[config.mk]
export PLATFORM = sky130hd
export DESIGN_NAME = mirfak_operand_stage
export DESIGN_NICKNAME = d
export VERILOG_FILES = /design/src/rtl/mirfak_pkg.sv /design/src/rtl/mirfak_bypass_mux.sv /design/src/rtl/mirfak_operand_stage.sv
export SDC_FILE = /design/constraint.sdc
export NUM_CORES = 1
export LEC_CHECK = 0
export CAP_MARGIN = 20
export CELL_PAD_IN_SITES_DETAIL_PLACEMENT = 1
export CELL_PAD_IN_SITES_GLOBAL_PLACEMENT = 1
export CORE_ASPECT_RATIO = 0.75
export CORE_MARGIN = 3
export CORE_UTILIZATION = 31
export DETAILED_ROUTE_END_ITERATION = 6
export PLACE_DENSITY_LB_ADDON = 0.1
export SYNTH_ARGS = -nofsm -noshare
export SYNTH_HDL_FRONTEND = slang
export SYNTH_SLANG_ARGS = --single-unit
[constraint.sdc]
create_clock -name clk_i -period 3.7 [get_ports clk_i]
set_clock_uncertainty 0.1 [all_clocks]
set_input_delay 0.555 -clock clk_i [delete_from_list [all_inputs] [get_ports clk_i]]
set_output_delay 0.555 -clock clk_i [all_outputs]
set_load 0.005 [all_outputs]
[src/rtl/mirfak_pkg.sv]
// Shared Mirfak pipeline types: register indices and the bypass source triple.
package mirfak_pkg;

  localparam int unsigned RegAddrW = 5;
  localparam int unsigned XLen     = 32;

  localparam logic [RegAddrW-1:0] REG_ZERO = 5'd0;

  typedef struct packed {
    logic [RegAddrW-1:0] rd;
    logic                we;
    logic [XLen-1:0]     data;
  } byp_src_t;

endpackage

[src/rtl/mirfak_bypass_mux.sv]
// Resolves one source operand against the EX/MEM/WB writers and the register file.
module mirfak_bypass_mux
  import mirfak_pkg::*;
#(
  parameter bit EnableBypass = 1'b1
) (
  input  logic [RegAddrW-1:0] rs_i,
  input  logic                use_i,
  input  byp_src_t            ex_i,
  input  logic                ex_is_load_i,
  input  byp_src_t            mem_i,
  input  logic                mem_data_valid_i,
  input  byp_src_t            wb_i,
  input  logic [XLen-1:0]     rf_data_i,
  output logic [XLen-1:0]     value_o,
  output logic                hazard_o
);

  logic ex_match, mem_match, wb_match;
  logic raw_hazard;

  assign ex_match  = ex_i.we  && (ex_i.rd  == rs_i);
  assign mem_match = mem_i.we && (mem_i.rd == rs_i);
  assign wb_match  = wb_i.we  && (wb_i.rd  == rs_i);

  always_comb begin
    value_o    = rf_data_i;
    raw_hazard = 1'b0;
    if (rs_i == REG_ZERO) begin
      value_o = '0;
    end else if (!EnableBypass) begin
      // Without forwarding, any in-flight writer must drain to the register file first.
      raw_hazard = ex_match | mem_match | wb_match;
    end else if (ex_match) begin
      if (ex_is_load_i) raw_hazard = 1'b1;
      else              value_o    = ex_i.data;
    end else if (mem_match) begin
      if (!mem_data_valid_i) raw_hazard = 1'b1;
      else                   value_o    = mem_i.data;
    end else if (wb_match) begin
      value_o = wb_i.data;
    end
  end

  assign hazard_o = use_i & raw_hazard;

endmodule

[src/rtl/mirfak_operand_stage.sv]
// Operand-fetch stage: register file read, EX/MEM/WB bypass, load-use stall and ID/EX register.
module mirfak_operand_stage
  import mirfak_pkg::*;
#(
  parameter bit ENABLE_BYPASS = 1'b1
) (
  input  logic                clk_i,
  input  logic                rst_i,
  input  logic                flush_i,

  input  logic                id_valid_i,
  output logic                id_ready_o,
  input  logic [XLen-1:0]     id_pc_i,
  input  logic [RegAddrW-1:0] id_rs1_i,
  input  logic [RegAddrW-1:0] id_rs2_i,
  input  logic                id_use_rs1_i,
  input  logic                id_use_rs2_i,
  input  logic [RegAddrW-1:0] id_rd_i,
  input  logic                id_rd_we_i,

  output logic [RegAddrW-1:0] rf_raddr_a_o,
  output logic [RegAddrW-1:0] rf_raddr_b_o,
  input  logic [XLen-1:0]     rf_rdata_a_i,
  input  logic [XLen-1:0]     rf_rdata_b_i,

  input  logic [RegAddrW-1:0] ex_rd_i,
  input  logic                ex_rd_we_i,
  input  logic                ex_is_load_i,
  input  logic [XLen-1:0]     ex_result_i,

  input  logic [RegAddrW-1:0] mem_rd_i,
  input  logic                mem_rd_we_i,
  input  logic                mem_data_valid_i,
  input  logic [XLen-1:0]     mem_result_i,

  input  logic [RegAddrW-1:0] wb_rd_i,
  input  logic                wb_we_i,
  input  logic [XLen-1:0]     wb_data_i,

  output logic                op_valid_o,
  input  logic                ex_ready_i,
  output logic [XLen-1:0]     op_pc_o,
  output logic [XLen-1:0]     op_rs1_data_o,
  output logic [XLen-1:0]     op_rs2_data_o,
  output logic [RegAddrW-1:0] op_rd_o,
  output logic                op_rd_we_o
);

  byp_src_t ex_src, mem_src, wb_src;
  logic [XLen-1:0] rs1_val, rs2_val;
  logic hazard_rs1, hazard_rs2, hazard;
  logic advance, load;

  logic                valid_q;
  logic [XLen-1:0]     pc_q, rs1_data_q, rs2_data_q;
  logic [RegAddrW-1:0] rd_q;
  logic                rd_we_q;

  assign ex_src  = '{rd: ex_rd_i,  we: ex_rd_we_i,  data: ex_result_i};
  assign mem_src = '{rd: mem_rd_i, we: mem_rd_we_i, data: mem_result_i};
  assign wb_src  = '{rd: wb_rd_i,  we: wb_we_i,     data: wb_data_i};

  assign rf_raddr_a_o = id_rs1_i;
  assign rf_raddr_b_o = id_rs2_i;

  mirfak_bypass_mux #(
    .EnableBypass (ENABLE_BYPASS)
  ) u_byp_rs1 (
    .rs_i             (id_rs1_i),
    .use_i            (id_use_rs1_i),
    .ex_i             (ex_src),
    .ex_is_load_i     (ex_is_load_i),
    .mem_i            (mem_src),
    .mem_data_valid_i (mem_data_valid_i),
    .wb_i             (wb_src),
    .rf_data_i        (rf_rdata_a_i),
    .value_o          (rs1_val),
    .hazard_o         (hazard_rs1)
  );

  mirfak_bypass_mux #(
    .EnableBypass (ENABLE_BYPASS)
  ) u_byp_rs2 (
    .rs_i             (id_rs2_i),
    .use_i            (id_use_rs2_i),
    .ex_i             (ex_src),
    .ex_is_load_i     (ex_is_load_i),
    .mem_i            (mem_src),
    .mem_data_valid_i (mem_data_valid_i),
    .wb_i             (wb_src),
    .rf_data_i        (rf_rdata_b_i),
    .value_o          (rs2_val),
    .hazard_o         (hazard_rs2)
  );

  assign hazard     = hazard_rs1 | hazard_rs2;
  assign advance    = !valid_q | ex_ready_i;
  // Deliberately independent of id_valid_i so ready never loops back through decode.
  assign id_ready_o = advance & !hazard & !flush_i;
  assign load       = id_valid_i & id_ready_o;

  always_ff @(posedge clk_i or posedge rst_i) begin
    if (rst_i) begin
      valid_q    <= 1'b0;
      pc_q       <= '0;
      rs1_data_q <= '0;
      rs2_data_q <= '0;
      rd_q       <= '0;
      rd_we_q    <= 1'b0;
    end else if (flush_i) begin
      valid_q <= 1'b0;
    end else if (load) begin
      valid_q    <= 1'b1;
      pc_q       <= id_pc_i;
      rs1_data_q <= rs1_val;
      rs2_data_q <= rs2_val;
      rd_q       <= id_rd_i;
      rd_we_q    <= id_rd_we_i;
    end else if (advance) begin
      valid_q <= 1'b0;
    end
  end

  assign op_valid_o    = valid_q;
  assign op_pc_o       = pc_q;
  assign op_rs1_data_o = rs1_data_q;
  assign op_rs2_data_o = rs2_data_q;
  assign op_rd_o       = rd_q;
  assign op_rd_we_o    = rd_we_q;

endmodule

==> results by group <==
Logic synthesis
  – Asr flop ratio synth: 1.00
  – Synth Flop Type: dfrtp_1
  – Number of flops mapped to enable cells by yosys: 0
  – Mux cell area share after synthesis: 0.241
  – Register area share after synthesis: 0.335
  – Post-Syn Nets: between 1000 and 1500
  – Main combinational cell family by area after synthesis: multiplexers
  – Synth Area in Adders: 0
  – Synth Instances: roughly 860
  – Compound-gate portion of the synthesized area: 0.142
  – Syn avg cell area: 8.95 sq um
  – Synthesis Warnings: 0
  – Xor and xnor fraction of the mapped netlist area: 0.0342
  – Simple-gate share of the synthesized area: 0.195
  – Cell Area, Synth: 7690 sq um
  – Netlist cell types: 35
  – Number of synthesized register bits: 103

Placement
  – Post-Place Setup Slack: around 0.052 ns
  – I/O Buffers: 348
  – Placed Instance Area: ~12000 sq um
  – Inst Count DP: approximately 1500
  – Final Wtd Congestion: slightly above 0.8
  – Post-detail-place hpwl: roughly 23000 microns

STA
  – Final critical-path required period: between 3 and 4 ns
  – Worst setup margin: 0.214 ns
  – Final setup violation count: 0
  – Max Slew Vio Count: 0
  – Worst-margin pin slew: approximately 1.1 ns
  – Hold_ws: 0.390 ns
  – Slew HR: 0.275
  – Max Fclk: between 200 and 300 MHz
  – Tcrit/Tclk final: 0.942
  – Final hold violations: 0
  – Final setup TNS: 0 ns
  – Unrepaired setup endpoints after global routing: no

Floorplan
  – I/O pins: 349
  – CORE AREA: between 20000 and 25000 sq um
  – Die width: 188 microns
  – Cell row count: 49
  – Die ar.: about 27000 sq um
  – DIE HEIGHT: 142 microns
  – Starting Density: 0.318

Worst setup path
  – CP startpoint kind: primary input
  – Critical R2R Launch: op_valid_o
  – Crit-path max FO: 3
  – Register-to-Register Setup Slack: a little under 2 ns
  – Arr. time, crit path: between 2 and 3 ns
  – Worst setup EP type: output pin
  – Crit Path Category: primary input to output pin
  – Worst Setup SP: ex_rd_i[1]
  – Reg2reg end: op_rs1_data_o[26]
  – R2r worst-path depth: 5
  – Crit path required time: 3.04 ns

Detailed routing
  – Via/cell ratio: 5.09
  – DRT antenna net count: 0
  – Routed WL: between 30000 and 40000 microns
  – Via count: approximately 7700
  – Drt pass-1 iters: 4
  – Drt initial violations: around 280
  – Drt drc: 0
  – Wire per inst: about 21 microns

Global routing
  – Total track usage: 0.232
  – Global-route wire length before repair: just under 50000 microns
  – Initial antenna violation count: 1
  – Vias in the first global route: 8306
  – Largest net degree at the start of global routing: 65
  – Overflow after GRT: 0

Power
  – Power Dens Cells: around 330 nW/um^2
  – Overall power: between 3 and 4 mW
  – Leakage: slightly below 5 nW
  – Worst vdd ir: approximately 0.24 mV

Worst hold path
  – Min-Delay Path Depth: 1
  – Hold Path End: op_rs2_data_o[29]
  – HP Class: flop to flop
  – Hold_sp: op_rs2_data_o[29]

CTS
  – Root Buffer: clkbuf_16
  – CTS tree: yes
  – Clk Latency, worst-skew pair: 0.35 ns
  – CTS buffer count: 9
  – Hold buffer count at cts: 0
  – Clock Pin Slew Worst Setup and Hold Paths: 0.08 ns
  – Depth of the CTS H-tree: 3
  – Clk sinks: a little over 100
  – CTS max path bufs: 2

Cells and area
  – Layout cell share with drive strength beyond 1: 0.0795
  – Area delta synth->final: 55.3%
  – Final Non-Filler Cells: 1514
  – Final net count: ~1400
  – Post-route cell area: between 10000 and 15000 sq um
  – Final Util: 0.494

Job
  – Max cap viols: 0

Status
  – Status: finished clean
-- final cells by class --
cell class,instances,area [sq um]
antenna,1,2.50
clock buffer,9,225
clock inverter,7,88.8
fill,2776,12200
inverter,2,10.0
multi-input combinational,676,4760
sequential,103,2580
tap,331,414
timing repair buffer,385,3870
-- logic make-up (layout without fill, tap and decap cells) --
kind of cell	after synthesis	count (layout)
XOR/XNOR	30	30
buffers and inverters	80	403
AO/OA/AOI/OAI	135	135
flip-flops	103	103
other	0	1
multiplexers	172	172
AND/OR/NAND/NOR	339	339
-- worst max-delay path: stages --
cell and delay, ns:
clkdlybuf4s50_1 0.45, xnor2_1 0.22, nand2_1 0.13, nor3_2 0.33, mux2i_1 0.27, o22ai_2 0.15
nor3_1 0.19, clkdlybuf4s50_1 0.53
-- layer usage --
metal,share of wire,routed length (microns),up-vias,track usage
met4,0.015,477,0,0.0478
met1,0.47,15000,3772,0.319
met5,0,0,-,0
met3,0.064,2030,26,0.0569
li1,-,-,3671,-
met2,0.45,14300,243,0.373
-- synthesized netlist by cell type, types with 3 or more instances --
cell type,instances,area [sq um]
nand2_1,249,935
dfrtp_1,103,2580
nor2b_1,35,219
nor4_1,3,18.8
nand2b_1,29,181
a32o_1,32,320
mux2i_1,66,661
buf_4,11,82.6
buf_6,8,90.1
mux2_2,26,293
xor2_1,15,131
mux2_1,80,901
nor3_1,3,15.0
buf_2,5,25.0
nor2_1,7,26.3
a211oi_1,34,255
a22o_1,31,272
clkbuf_1,47,176
buf_1,7,26.3
a31oi_1,32,200
nand3_1,4,20.0
xnor2_1,15,131
-- sequential cells by signal, indices dropped and copies added (netlist names) --
signal         cells
op_rs2_data_o     32
op_rd_o            5
op_pc_o           32
op_rd_we_o         1
op_rs1_data_o     32
op_valid_o         1
-- worst max-delay path by stage --
stage	end	slack (ns)	cells past startpoint
after floorplan	op_pc_o[0]	0.34	1
after global placement	id_ready_o	0.11	8
after detailed placement	id_ready_o	0.05	8
after CTS	id_ready_o	0.04	8
after global routing	id_ready_o	0.05	8
final	id_ready_o	0.21	8
-- cells in the final DEF, fill, tap and decap left out, types with 15 or more instances in the layout --
master             n
a211oi_1          34
a22o_1            31
a31oi_1           31
a32o_1            32
buf_4             29
clkdlybuf4s50_1  346
dfrtp_1          103
mux2_1            80
mux2_2            26
mux2i_1           66
nand2_1          249
nand2b_1          29
nor2b_1           35
xnor2_1           15
xor2_1            15
-- power by group --
group          internal, mW  total, mW  switching, mW  leakage (nW)
clock                 0.542       1.04          0.494         0.155
sequential             1.36       1.48          0.122          1.22
combinational         0.938       1.49          0.547          3.47
total                  2.84       4.00           1.16          4.84
-- repair_timing --
action / in CTS / in global routing
endpoints found under the hold margin: 0 / 0
setup buffers: 0 / 0
gates resized for setup: 0 / 2
setup endpoints to repair: 0 / 1
Power figures use the tool's default switching activity.
